`config.mk`:
```
export PLATFORM = sky130hd
export DESIGN_NAME = fu_alu_rr_sched
export DESIGN_NICKNAME = d
export VERILOG_FILES = /design/src/rtl/fu_alu_rr_sched.sv
export SDC_FILE = /design/constraint.sdc
export NUM_CORES = 1
export LEC_CHECK = 0
export ABC_AREA = 1
export BUFFER_PORTS_ARGS = -buffer_cell sky130_fd_sc_hd__buf_4
export CAP_MARGIN = 20
export CORE_MARGIN = 8
export CORE_UTILIZATION = 35
export CTS_BUF_LIST = sky130_fd_sc_hd__clkbuf_4 sky130_fd_sc_hd__clkbuf_8 sky130_fd_sc_hd__clkbuf_16
export DETAILED_ROUTE_END_ITERATION = 10
export GPL_TIMING_DRIVEN = 0
export PLACE_DENSITY = 0.67
export SLEW_MARGIN = 0
export SYNTH_ARGS = -nofsm -noshare
export SYNTH_HDL_FRONTEND = slang
export SYNTH_SLANG_ARGS = --single-unit
export TNS_END_PERCENT = 10
```
`constraint.sdc`:
```
create_clock -name clk -period 1.7 [get_ports clk]
set_input_delay 0.17 -clock clk [delete_from_list [all_inputs] [get_ports clk]]
set_output_delay 0.17 -clock clk [all_outputs]
set_load 0.005 [all_outputs]
```
`src/rtl/fu_alu_rr_sched.sv`:
```
// Round-robin scheduler sharing one registered ALU among NREQ requesters; one op in flight.
// Handshake at T -> rsp_valid from T+3; rsp stalls hold everything and keep req_ready low.
module fu_alu_rr_sched #(
  parameter int size = 32,
  parameter int NREQ = 4,
  parameter int IDW  = 2
) (
  input  logic              clk,
  input  logic              rst_n,
  input  logic [NREQ-1:0]   req_valid,
  output logic [NREQ-1:0]   req_ready,
  input  logic [4*NREQ-1:0] req_op,
  input  logic [size*NREQ-1:0] req_a,
  input  logic [size*NREQ-1:0] req_b,
  output logic [3:0]        alu_cfg,
  output logic [size-1:0]   alu_in0,
  output logic [size-1:0]   alu_in1,
  input  logic [size-1:0]   alu_out0,
  output logic              rsp_valid,
  input  logic              rsp_ready,
  output logic [IDW-1:0]    rsp_id,
  output logic [size-1:0]   rsp_data,
  output logic              rsp_err
);

  typedef enum logic [1:0] {IDLE, EXEC, CAPT, RESP} state_t;

  state_t          state_q, state_d;
  logic [IDW-1:0]  ptr_q, ptr_d;
  logic [IDW-1:0]  id_q, id_d;
  logic [3:0]      cfg_q, cfg_d;
  logic [size-1:0] in0_q, in0_d;
  logic [size-1:0] in1_q, in1_d;
  logic            rsp_valid_q, rsp_valid_d;
  logic [IDW-1:0]  rsp_id_q, rsp_id_d;
  logic [size-1:0] rsp_data_q, rsp_data_d;
  logic            rsp_err_q, rsp_err_d;

  logic            found;
  logic [IDW-1:0]  grant_id;

  // Search starts at ptr and wraps at NREQ, so non-power-of-2 NREQ works.
  always_comb begin
    int idx;
    found    = 1'b0;
    grant_id = '0;
    idx      = 0;
    for (int k = 0; k < NREQ; k++) begin
      idx = int'(ptr_q) + k;
      if (idx >= NREQ) idx = idx - NREQ;
      if (!found && req_valid[idx]) begin
        found    = 1'b1;
        grant_id = IDW'(idx);
      end
    end
  end

  always_comb begin
    state_d     = state_q;
    ptr_d       = ptr_q;
    id_d        = id_q;
    cfg_d       = cfg_q;
    in0_d       = in0_q;
    in1_d       = in1_q;
    rsp_valid_d = rsp_valid_q;
    rsp_id_d    = rsp_id_q;
    rsp_data_d  = rsp_data_q;
    rsp_err_d   = rsp_err_q;
    req_ready   = '0;
    case (state_q)
      IDLE: begin
        if (found) begin
          req_ready[grant_id] = 1'b1;
          cfg_d   = req_op[4*grant_id +: 4];
          in0_d   = req_a[size*grant_id +: size];
          in1_d   = req_b[size*grant_id +: size];
          id_d    = grant_id;
          state_d = EXEC;
        end
      end
      EXEC: state_d = CAPT;
      CAPT: begin
        // Illegal opcodes report zero data regardless of what the ALU produced.
        rsp_err_d   = (cfg_q > 4'd9);
        rsp_data_d  = (cfg_q > 4'd9) ? '0 : alu_out0;
        rsp_id_d    = id_q;
        rsp_valid_d = 1'b1;
        state_d     = RESP;
      end
      RESP: begin
        if (rsp_ready) begin
          rsp_valid_d = 1'b0;
          ptr_d       = (id_q == IDW'(NREQ-1)) ? '0 : id_q + 1'b1;
          state_d     = IDLE;
        end
      end
      default: state_d = IDLE;
    endcase
  end

  always_ff @(posedge clk or negedge rst_n) begin
    if (!rst_n) begin
      state_q     <= IDLE;
      ptr_q       <= '0;
      id_q        <= '0;
      cfg_q       <= '0;
      in0_q       <= '0;
      in1_q       <= '0;
      rsp_valid_q <= 1'b0;
      rsp_id_q    <= '0;
      rsp_data_q  <= '0;
      rsp_err_q   <= 1'b0;
    end else begin
      state_q     <= state_d;
      ptr_q       <= ptr_d;
      id_q        <= id_d;
      cfg_q       <= cfg_d;
      in0_q       <= in0_d;
      in1_q       <= in1_d;
      rsp_valid_q <= rsp_valid_d;
      rsp_id_q    <= rsp_id_d;
      rsp_data_q  <= rsp_data_d;
      rsp_err_q   <= rsp_err_d;
    end
  end

  assign alu_cfg   = cfg_q;
  assign alu_in0   = in0_q;
  assign alu_in1   = in1_q;
  assign rsp_valid = rsp_valid_q;
  assign rsp_id    = rsp_id_q;
  assign rsp_data  = rsp_data_q;
  assign rsp_err   = rsp_err_q;

endmodule

```
==> metrics.md, run 1 <==
| Metric | Value |
|---|---|
| Antenna Cells | `0` |
| Synth Register Bits | `110` |
| Most frequent cell after synthesis | `nand2_1` |
| Total CTS buffers | `9` |
| Pwr dens | `2340 nW/um^2` |
| Max_cap viols | `0` |
| LEAKAGE | `7.189 nW` |
| Yosys cell types | `26` |
| Drt wl/cell | `18.00 um` |
| DR vias | `8968` |
| Dominant synthesized flop cell | `dfrtp_1` |
| Routed vias/inst | `4.770` |
| Global-route usage over all layers | `24.75%` |
| Pin count of the biggest net entering global routing | `66` |
| Element type at the critical path start | `register` |
| HPWL Detailed | `26.19 mm` |
| Worst EP arrival | `2210 ps` |
| Detailed Route WL | `33.84 mm` |
| Worst-path maximum fanout | `5` |
| Longest Clk Path Bufs | `2` |
| Synth top area cells | `dfrtp_1, nand2_1, nand3_1` |
| Post-synth top area cell | `dfrtp_1` |
| Layout Area Growth over Synthesis | `65.83%` |
| Buffers on Ports | `418` |
| Slew Viols, Final | `0` |
| Die ar. | `26190 um^2` |
| Cell Area, Synth | `7445 um^2` |
| DRC violations left | `0` |
| DR iter-0 viols | `606` |
| Global placement routability congestion | `0.9060` |
| Vias in the first global route | `9028` |
| Core ar. | `20960 um^2` |
| TritonCTS Sinks | `110` |
| Post-Route Utilization | `58.91%` |
| Worst skew pair latency | `360 ps` |
| Async S/R FF share, synth | `100.0%` |
| Share of cells above drive strength 1 | `38.50%` |
| Synth top cells by count | `nand2_1, nand3_1, inv_1` |
| Num ports | `419` |
| Worst Tran Pin Value | `490.4 ps` |
| Setup WS pre-CTS | `-555.0 ps` |
| Fin nets | `1915` |
| Normalized max-slew margin | `67.31%` |
| Final Setup Violations | `75` |
| Run status | `finished with violations` |
| Synth Instances | `1131` |
| First-pass GRT wire length | `51.02 mm` |
| Root buffer cell | `clkbuf_16` |
| Total gr overflow | `0` |
| Peak supply drop | `1.296 mV` |
| Crit share post-route | `140.0%` |
| Minimum clock period | `2380 ps` |
| Rows | `53` |
| Register area share after synthesis | `36.97%` |
| Synth warn | `0` |
| Final worst setup slack | `-680.4 ps` |
| RSZ-0062 raised after global routing | `yes` |
| EDFF count, synth | `0` |
| Die Height | `161.8 um` |
| Final clock skew | `10.17 ps` |
| Final Hold Viols | `0` |
| Antenna Nets Post-Route | `0` |
| Avg Cell Area, Syn | `6.582 um^2` |
| CP Class | `register to output pin` |
| Register clock-pin slew on the reported worst setup and hold paths | `90 ps` |
| Synthesized Nets | `1446` |
| DR pass1 iterations | `5` |
| Worst setup EP type | `output pin` |
| Initial Util | `35.53%` |
| Failing checks | `negative setup slack` |
| H-tree lvl count | `3` |
| Min-Delay Path Class | `input port to register` |
| CTS tree | `built` |
| Req. time, crit path | `1530 ps` |
| Top-area cell type share of the netlist area | `36.97%` |
| Fmax | `420.1 MHz` |
| Initial antenna violation count | `0` |
| Die X | `161.8 um` |
repair_timing:
item	in CTS	in global routing
pin swaps	22	46
setup endpoints to repair	105	104
hold buffers	3	2
hold endpoints to repair	47	2
gates cloned	1	3
gates resized for setup	121	71
setup buffers	22	9
path summary, 6_finish.rpt:
check                      slack, ps  cells after the start         start      endpoint
setup / recovery                -680                     14      ptr_q[0]  req_ready[2]
hold / removal                    10                      2  alu_out0[18]  rsp_data[18]
setup reg to reg                -570                     16      ptr_q[0]   alu_in0[14]
hold reg to reg                  480                      2     rsp_id[0]     rsp_id[0]
max in group asynchronous        690                      3         rst_n   alu_in1[30]
min in group asynchronous        300                      2         rst_n    alu_cfg[0]
metrics by stage:
stage / hold slack [ps] / TNS, ps / instances / power, W / area, um^2
global route: 3.451 / -43890 / 1880 / 0.03133 / 12350
detailed placement: 134.3 / -37340 / 1825 / 0.02237 / 11040
finish: 13.41 / -35240 / 1880 / 0.02888 / 12350
floorplan: -125.6 / -6027 / 1131 / 0.01576 / 7530
CTS: 0.03164 / -29440 / 1866 / 0.02743 / 11950
global placement: 387.0 / -34090 / 1824 / 0.02207 / 11010
layer usage:
layer	track usage, %	wire length, um
met2	41.78	16640
met4	8.838	1136
met1	30.76	13860
met5	0	0
met3	5.037	2204
flip-flops by register name, summed over array words and instances, names as in the netlist:
register and cells:
alu_cfg 4, alu_in0 32, alu_in1 32, id_q 2, ptr_q 2, rsp_data 32
rsp_err 1, rsp_id 2, rsp_valid 1, state_q 2
worst max-delay path: stages (launching register included):
cell	delay [ps]
dfrtp_2	460
buf_6	160
nand2_1	80
nand2_2	80
nand2_1	90
nand2_2	70
nor2_1	190
nor2_4	50
nand2_4	100
nand2_8	60
buf_8	130
buf_12	140
nand2_8	90
nor2_4	30
buf_6	120
kinds of logic after synthesis:
logic type | Yosys count | synth area share [%]
buffers and inverters | 288 | 15.98
AO/OA/AOI/OAI | 43 | 4.571
adder cells (fa/ha/maj) | 4 | 0.6723
AND/OR/NAND/NOR | 686 | 41.80
flip-flops | 110 | 36.97
layout by cell type, fill, tap and decap left out, drive strengths merged:
master / netlist / layout
a22o: 32 / 32
dfrtp: 110 / 110
o21ai: 7 / 7
o21a: 1 / 1
dlygate4sd3: 0 / 5
nor2: 12 / 12
clkbuf: 13 / 22
a21oi: 2 / 2
clkinv: 1 / 2
ha: 4 / 4
inv: 221 / 227
or2: 68 / 68
buf: 53 / 506
o31ai: 1 / 1
nand3: 245 / 245
nand2: 359 / 359
nand3b: 1 / 1
nor3: 1 / 1
where the power goes:
| group | leakage [nW] | switching [W] | total, W | internal [W] |
|---|---|---|---|---|
| logic | 5.68 | 0.0117 | 0.0218 | 0.0101 |
| clock network | 0.154 | 0.00122 | 0.00231 | 0.00108 |
| registers | 1.36 | 0.000812 | 0.00480 | 0.00399 |
| total | 7.19 | 0.0138 | 0.0289 | 0.0151 |
layout make-up:
type                            instances  area [um^2]
Fill cell                            2006         8610
Multi-Input combinational cell        733         3832
Timing Repair Buffer                  458         3585
Sequential cell                       110         2755
Inverter                              222        844.6
Buffer                                 66        670.6
Tap cell                              275        344.1
Clock buffer                            9        225.2
Clock inverter                          7        88.84
Power figures use the tool's default switching activity.
==> run 2: changes to the inputs <==
--- a/config.mk
+++ b/config.mk
@@ -5,15 +5,15 @@
 export SDC_FILE = /design/constraint.sdc
 export NUM_CORES = 1
 export LEC_CHECK = 0
-export ABC_AREA = 1
 export BUFFER_PORTS_ARGS = -buffer_cell sky130_fd_sc_hd__buf_4
 export CAP_MARGIN = 20
-export CORE_MARGIN = 8
-export CORE_UTILIZATION = 35
+export CORE_AREA = 8 8 156 158
 export CTS_BUF_LIST = sky130_fd_sc_hd__clkbuf_4 sky130_fd_sc_hd__clkbuf_8 sky130_fd_sc_hd__clkbuf_16
 export DETAILED_ROUTE_END_ITERATION = 10
+export DIE_AREA = 0 0 164 166
 export GPL_TIMING_DRIVEN = 0
-export PLACE_DENSITY = 0.67
+export PLACE_DENSITY = 0.6
+export SKIP_CTS_REPAIR_TIMING = 1
 export SLEW_MARGIN = 0
 export SYNTH_ARGS = -nofsm -noshare
 export SYNTH_HDL_FRONTEND = slang
==> run 2 against run 1 <==
The flow still finishes with violations (negative setup slack). Cell count fell by 30%. Global-route usage down 5.4 points. Total power is 44% lower. Worst setup slack improved by 200 ps. Combinational power fell by 57%. Final area decreased by 15%. Clock skew grew 5.7 ps. Non-clock buffer count fell by 40. Largest cell class unchanged. Largest power group unchanged.
==> metrics.md, run 2 <==
| Metric | Value |
|---|---|
| First-pass GRT wire length | `40.25 mm` |
| Commonest non-fill, non-tap cell in the layout | `buf_4` |
| Detailed Route WL | `27.35 mm` |
| Synth Instances | `572` |
| Layout Area Growth over Synthesis | `67.56%` |
| Synth Register Bits | `110` |
| Slew Viols, Final | `0` |
| Num ports | `419` |
| CTS tree | `built` |
| Worst r2r dst | `alu_in0[2]` |
| Worst-path maximum fanout | `7` |
| Hold EP | `rsp_data[11]` |
| Minimum clock period | `2180 ps` |
| Worst Tran Pin Value | `603.7 ps` |
| DRC violations left | `0` |
| Synth top cells by count | `mux2i_1, dfrtp_1, nand2_1` |
| Top-area cell type share of the netlist area | `43.76%` |
| Yosys cell types | `31` |
| Root buffer cell | `clkbuf_16` |
| DR pass1 iterations | `4` |
| Buffers on Ports | `418` |
| R2r startpoint | `ptr_q[1]` |
| Worst skew pair latency | `360 ps` |
| Register area share after synthesis | `43.76%` |
| H-tree lvl count | `3` |
| DR vias | `6140` |
| Post-synth top area cell | `dfrtp_1` |
| Avg Cell Area, Syn | `11.00 um^2` |
| Drt wl/cell | `20.86 um` |
| Pin count of the biggest net entering global routing | `67` |
| Antenna Nets Post-Route | `0` |
| TritonCTS Sinks | `110` |
| Most frequent cell after synthesis | `mux2i_1` |
| Global placement routability congestion | `0.7944` |
| Core ar. | `22090 um^2` |
| Run status | `finished with violations` |
| Final Setup Violations | `72` |
| CP Class | `register to output pin` |
| Vias in the first global route | `6687` |
| Final clock skew | `15.88 ps` |
| Reg2reg path depth | `7` |
| R2R Setup Slk | `-290 ps` |
| Final worst setup slack | `-480.3 ps` |
| Max_cap viols | `0` |
| Worst setup EP type | `output pin` |
| Synth warn | `0` |
| Peak supply drop | `0.7026 mV` |
| EDFF count, synth | `0` |
| Pwr dens | `1548 nW/um^2` |
| LEAKAGE | `5.410 nW` |
| HPWL Detailed | `22.15 mm` |
| Placed insts | `1276` |
| Fin nets | `1336` |
| Setup_tns | `-12920 ps` |
| Hold path depth | `3` |
| Tot Pwr | `0.01631 W` |
| Async S/R FF share, synth | `100.0%` |
| Initial antenna violation count | `0` |
| Die Height | `166 um` |
| Origin of the worst min-delay path | `alu_out0[11]` |
| Layout Cells excl Fill | `1311` |
| Failing checks | `negative setup slack` |
| Longest Clk Path Bufs | `2` |
| Total gr overflow | `0` |
| Antenna Cells | `0` |
| Die X | `164 um` |
| Rows | `55` |
| Global-route usage over all layers | `19.31%` |
| Setup WS pre-CTS | `-571.4 ps` |
| Share of cells above drive strength 1 | `55.65%` |
| Register clock-pin slew on the reported worst setup and hold paths | `90 ps` |
| Synthesized Nets | `887` |
| Routed vias/inst | `4.683` |
| Initial Util | `28.47%` |
| Crit share post-route | `128.3%` |
| RSZ-0062 raised after global routing | `yes` |
| DR iter-0 viols | `250` |
| Fmax | `458.7 MHz` |
| Normalized max-slew margin | `59.75%` |
| Element type at the critical path start | `register` |
| Req. time, crit path | `1530 ps` |
| Final Hold Viols | `0` |
| Most frequent cells in the layout | `buf_4, mux2i_1, dfrtp_1` |
| Worst EP arrival | `2010 ps` |
| Die ar. | `27220 um^2` |
| Synth top area cells | `dfrtp_1, mux2i_1, o221ai_2` |
| Cell Area, Synth | `6290 um^2` |
| Dominant synthesized flop cell | `dfrtp_1` |
| Min-Delay Path Class | `input port to register` |
| Total CTS buffers | `9` |
## run 2: kinds of logic (layout without fill, tap and decap cells)
kind of cell / after synthesis / count (layout) / share of synthesized area, %
adders and majority gates: 4 / 4 / 0.7957
and+or+nand+nor: 124 / 124 / 7.758
buffers and inverters: 82 / 536 / 6.584
DFF: 110 / 110 / 43.76
muxes: 140 / 140 / 22.34
AOI/OAI and AO/OA: 112 / 112 / 18.76
## run 2: cell type report
cell class | instances | area [um^2]
sequential | 110 | 2754
fill | 2122 | 11550
clock buffer | 9 | 225.2
timing repair buffer | 439 | 3332
buffer | 45 | 399.1
tap | 285 | 356.6
multi-input combinational | 380 | 3264
inverter | 36 | 135.1
clock inverter | 7 | 72.57
## run 2: critical path, cell delays in order (launching register included)
cell	delay, ps
dfrtp_1	420
inv_2	90
ha_4	150
nand2b_4	50
buf_6	120
or3_4	340
buf_12	140
buf_12	130
nor2_4	120
buf_6	100
## run 2: metal layers
metal	part of all wire, %	GRT usage [%]	vias up
li1	-	-	2961
met1	39	22.49	2904
met2	50	33.34	248
met3	8.9	6.222	27
met4	1.8	5.101	0
met5	0	0	-
## run 2: metrics by stage
stage          hold WS, ps  utilization [%]  cell area (um^2)
2_1_floorplan       -125.6                -              6290
3_3_place_gp         378.3            44.29              9784
3_5_place_dp         138.5            44.44              9816
4_1_cts             -260.1            45.78             10110
5_1_grt              4.282            47.71             10540
6_report             16.79            47.71             10540
## run 2: worst max-delay path by stage
stage,startpoint,slack (ps),to,cells after the start
global route,state_q[0],-540,req_ready[2],9
detailed placement,ptr_q[1],-570,alu_in1[19],7
floorplan,state_q[0],4,rsp_data[10],8
finish,state_q[0],-480,req_ready[2],9
global placement,state_q[0],-570,rsp_data[30],8
CTS,state_q[0],-770,req_ready[0],8
## run 2: power by group
group	internal, W	switching [W]
registers	0.00391	0.000778
logic	0.00490	0.00457
clock network	0.00104	0.00111
total	0.00985	0.00646
==> run 3: changes to the inputs <==
--- a/config.mk
+++ b/config.mk
@@ -7,12 +7,14 @@
 export LEC_CHECK = 0
 export BUFFER_PORTS_ARGS = -buffer_cell sky130_fd_sc_hd__buf_4
 export CAP_MARGIN = 20
-export CORE_AREA = 8 8 156 158
+export CELL_PAD_IN_SITES_DETAIL_PLACEMENT = 1
+export CELL_PAD_IN_SITES_GLOBAL_PLACEMENT = 1
+export CORE_ASPECT_RATIO = 0.6
+export CORE_UTILIZATION = 28
 export CTS_BUF_LIST = sky130_fd_sc_hd__clkbuf_4 sky130_fd_sc_hd__clkbuf_8 sky130_fd_sc_hd__clkbuf_16
 export DETAILED_ROUTE_END_ITERATION = 10
-export DIE_AREA = 0 0 164 166
 export GPL_TIMING_DRIVEN = 0
-export PLACE_DENSITY = 0.6
+export PLACE_DENSITY = 0.78
 export SKIP_CTS_REPAIR_TIMING = 1
 export SLEW_MARGIN = 0
 export SYNTH_ARGS = -nofsm -noshare
==> run 3 against run 2 <==
The flow still finishes with violations (negative setup slack). Sequential power hardly changed. Routed wire length down 3.6%. Core utilization grew 1.4 points. Via count rose by 4.4%. Combinational power up 6%. Critical path type unchanged. Critical endpoint unchanged.
==> metrics.md, run 3 (synthesized netlist as in run 2, its figures left out) <==
| Metric | Value |
|---|---|
| Run status | `finished with violations` |
| Failing checks | `negative setup slack` |
| Crit share post-route | `124.4%` |
| Num ports | `419` |
| Minimum clock period | `2115 ps` |
| Root buffer cell | `clkbuf_16` |
| Detailed Route WL | `26.38 mm` |
| HPWL Detailed | `20.57 mm` |
| Fmax | `472.8 MHz` |
| Pin count of the biggest net entering global routing | `66` |
| Drt wl/cell | `19.86 um` |
| Worst EP arrival | `1950 ps` |
| Worst skew pair latency | `360 ps` |
| Antenna Cells | `0` |
| Cell breakdown of the critical path | `inv_2 > ha_4 > nand2b_4 > buf_6 > or3_4 > buf_12 > buf_12 > nor2_4 > buf_6` |
| Worst-path maximum fanout | `5` |
| TritonCTS Sinks | `110` |
| Die X | `195.5 um` |
| R2r startpoint | `ptr_q[1]` |
| Final Hold Viols | `0` |
| Initial antenna violation count | `0` |
| CP Class | `register to output pin` |
| Total gr overflow | `0` |
| Pwr dens | `1554 nW/um^2` |
| Final Setup Violations | `72` |
| Total CTS buffers | `9` |
| CTS tree | `built` |
| LEAKAGE | `5.530 nW` |
| Area of the multi-input gates | `3318 um^2` |
| Critical Path Start | `state_q[0]` |
| DR pass1 iterations | `4` |
| Fin nets | `1352` |
| Commonest non-fill, non-tap cell in the layout | `buf_4` |
| Max_cap viols | `0` |
| Initial Util | `28.57%` |
| Req. time, crit path | `1530 ps` |
| Normalized max-slew margin | `65.34%` |
| DR iter-0 viols | `210` |
| Worst Tran Pin Value | `519.9 ps` |
| RSZ-0062 raised after global routing | `yes` |
| Origin of the worst min-delay path | `alu_out0[17]` |
| Final worst setup slack | `-415.1 ps` |
| First-pass GRT wire length | `38.95 mm` |
| Vias in the first global route | `6690` |
| Die ar. | `23090 um^2` |
| Layout Area Growth over Synthesis | `71.89%` |
| Final instance area | `10810 um^2` |
| Core ar. | `22020 um^2` |
| Worst setup EP type | `output pin` |
| Antenna Nets Post-Route | `0` |
| Element type at the critical path start | `register` |
| Flip-flop and latch area | `2754 um^2` |
| DRC violations left | `0` |
| Share of cells above drive strength 1 | `57.39%` |
| Max incr delay on CP | `410 ps` |
| Die Height | `118.1 um` |
| Worst hold slack | `11.63 ps` |
| Slew Viols, Final | `0` |
| Global-route usage over all layers | `22.12%` |
| DR vias | `6409` |
| Min-Delay Path Class | `input port to register` |
| Register clock-pin slew on the reported worst setup and hold paths | `80 ps` |
| Placed Area | `9817 um^2` |
| H-tree lvl count | `3` |
| Global placement routability congestion | `0.8111` |
| Peak supply drop | `0.5895 mV` |
| Slowest CP cell | `dfrtp_1` |
| Longest Clk Path Bufs | `2` |
| Routed vias/inst | `4.826` |
| Rows | `42` |
| Buffers on Ports | `418` |
| Most frequent cells in the layout | `buf_4, mux2i_1, dfrtp_1` |
| Final clock skew | `9.401 ps` |
| Layout filler cell count | `2498` |
==> run 3: cell types whose count changed in the layout (fill, tap and decap cells not counted), sizes merged <==
cell / delta
inv: -1
clkinv: +1
clkinvlp: -1
clkbuf: +3
buf: +14
==> run 3: path summary, 6_finish.rpt <==
path / endpoint / slack (ps) / depth (start not counted)
min: rsp_data[17] / 10 / 3
max reg2reg: alu_in0[3] / -330 / 7
min in group asynchronous: alu_in0[14] / 300 / 2
max: req_ready[2] / -420 / 9
max in group asynchronous: ptr_q[1] / 680 / 3
min reg2reg: alu_in0[20] / 490 / 2
==> run 3: where the power goes <==
part | switching [W] | internal, W | total, W
logic | 0.00473 | 0.00527 | 0.0100
registers | 0.000769 | 0.00391 | 0.00468
clock network | 0.00108 | 0.00104 | 0.00212
total | 0.00658 | 0.0102 | 0.0168
==> run 3: critical path, delay by kind of cell (launching register included) <==
| kind | cells | cell delay, ps |
|---|---|---|
| buffers and inverters | 5 | 570 |
| DFF | 1 | 410 |
| and+or+nand+nor | 3 | 460 |
| adders and majority gates | 1 | 140 |
==> run 3: layout make-up <==
| type | count | share of cell area (%) |
|---|---|---|
| multi-input cells | 380 | 30.69 |
| clock buffers | 10 | 2.153 |
| clock inverters | 6 | 0.4745 |
| flip-flops and latches | 110 | 25.47 |
| repair buffers | 455 | 32.48 |
| plain buffers | 45 | 4.166 |
| inverters | 36 | 1.250 |
| well taps | 286 | 3.310 |
==> run 3: metal layers <==
layer | GRT usage, % | part of all wire (%)
met4 | 5.167 | 1.6
met2 | 37.99 | 50
met3 | 7.393 | 7.4
met5 | 0 | 0
met1 | 26.63 | 41
==> run 3: metrics by stage <==
step | cells | util (%) | setup TNS (ps) | total power, W | worst slack [ps]
2_1_floorplan | 572 | - | 0 | 0.009443 | 4.197
5_1_grt | 1328 | 49.10 | -19680 | 0.01794 | -498.7
3_5_place_dp | 1277 | 44.58 | -42490 | 0.01357 | -546.8
6_report | 1328 | 49.10 | -13290 | 0.01680 | -415.1
3_3_place_gp | 1276 | 44.44 | -40200 | 0.01330 | -512.2
4_1_cts | 1293 | 45.87 | -41570 | 0.01576 | -785.5
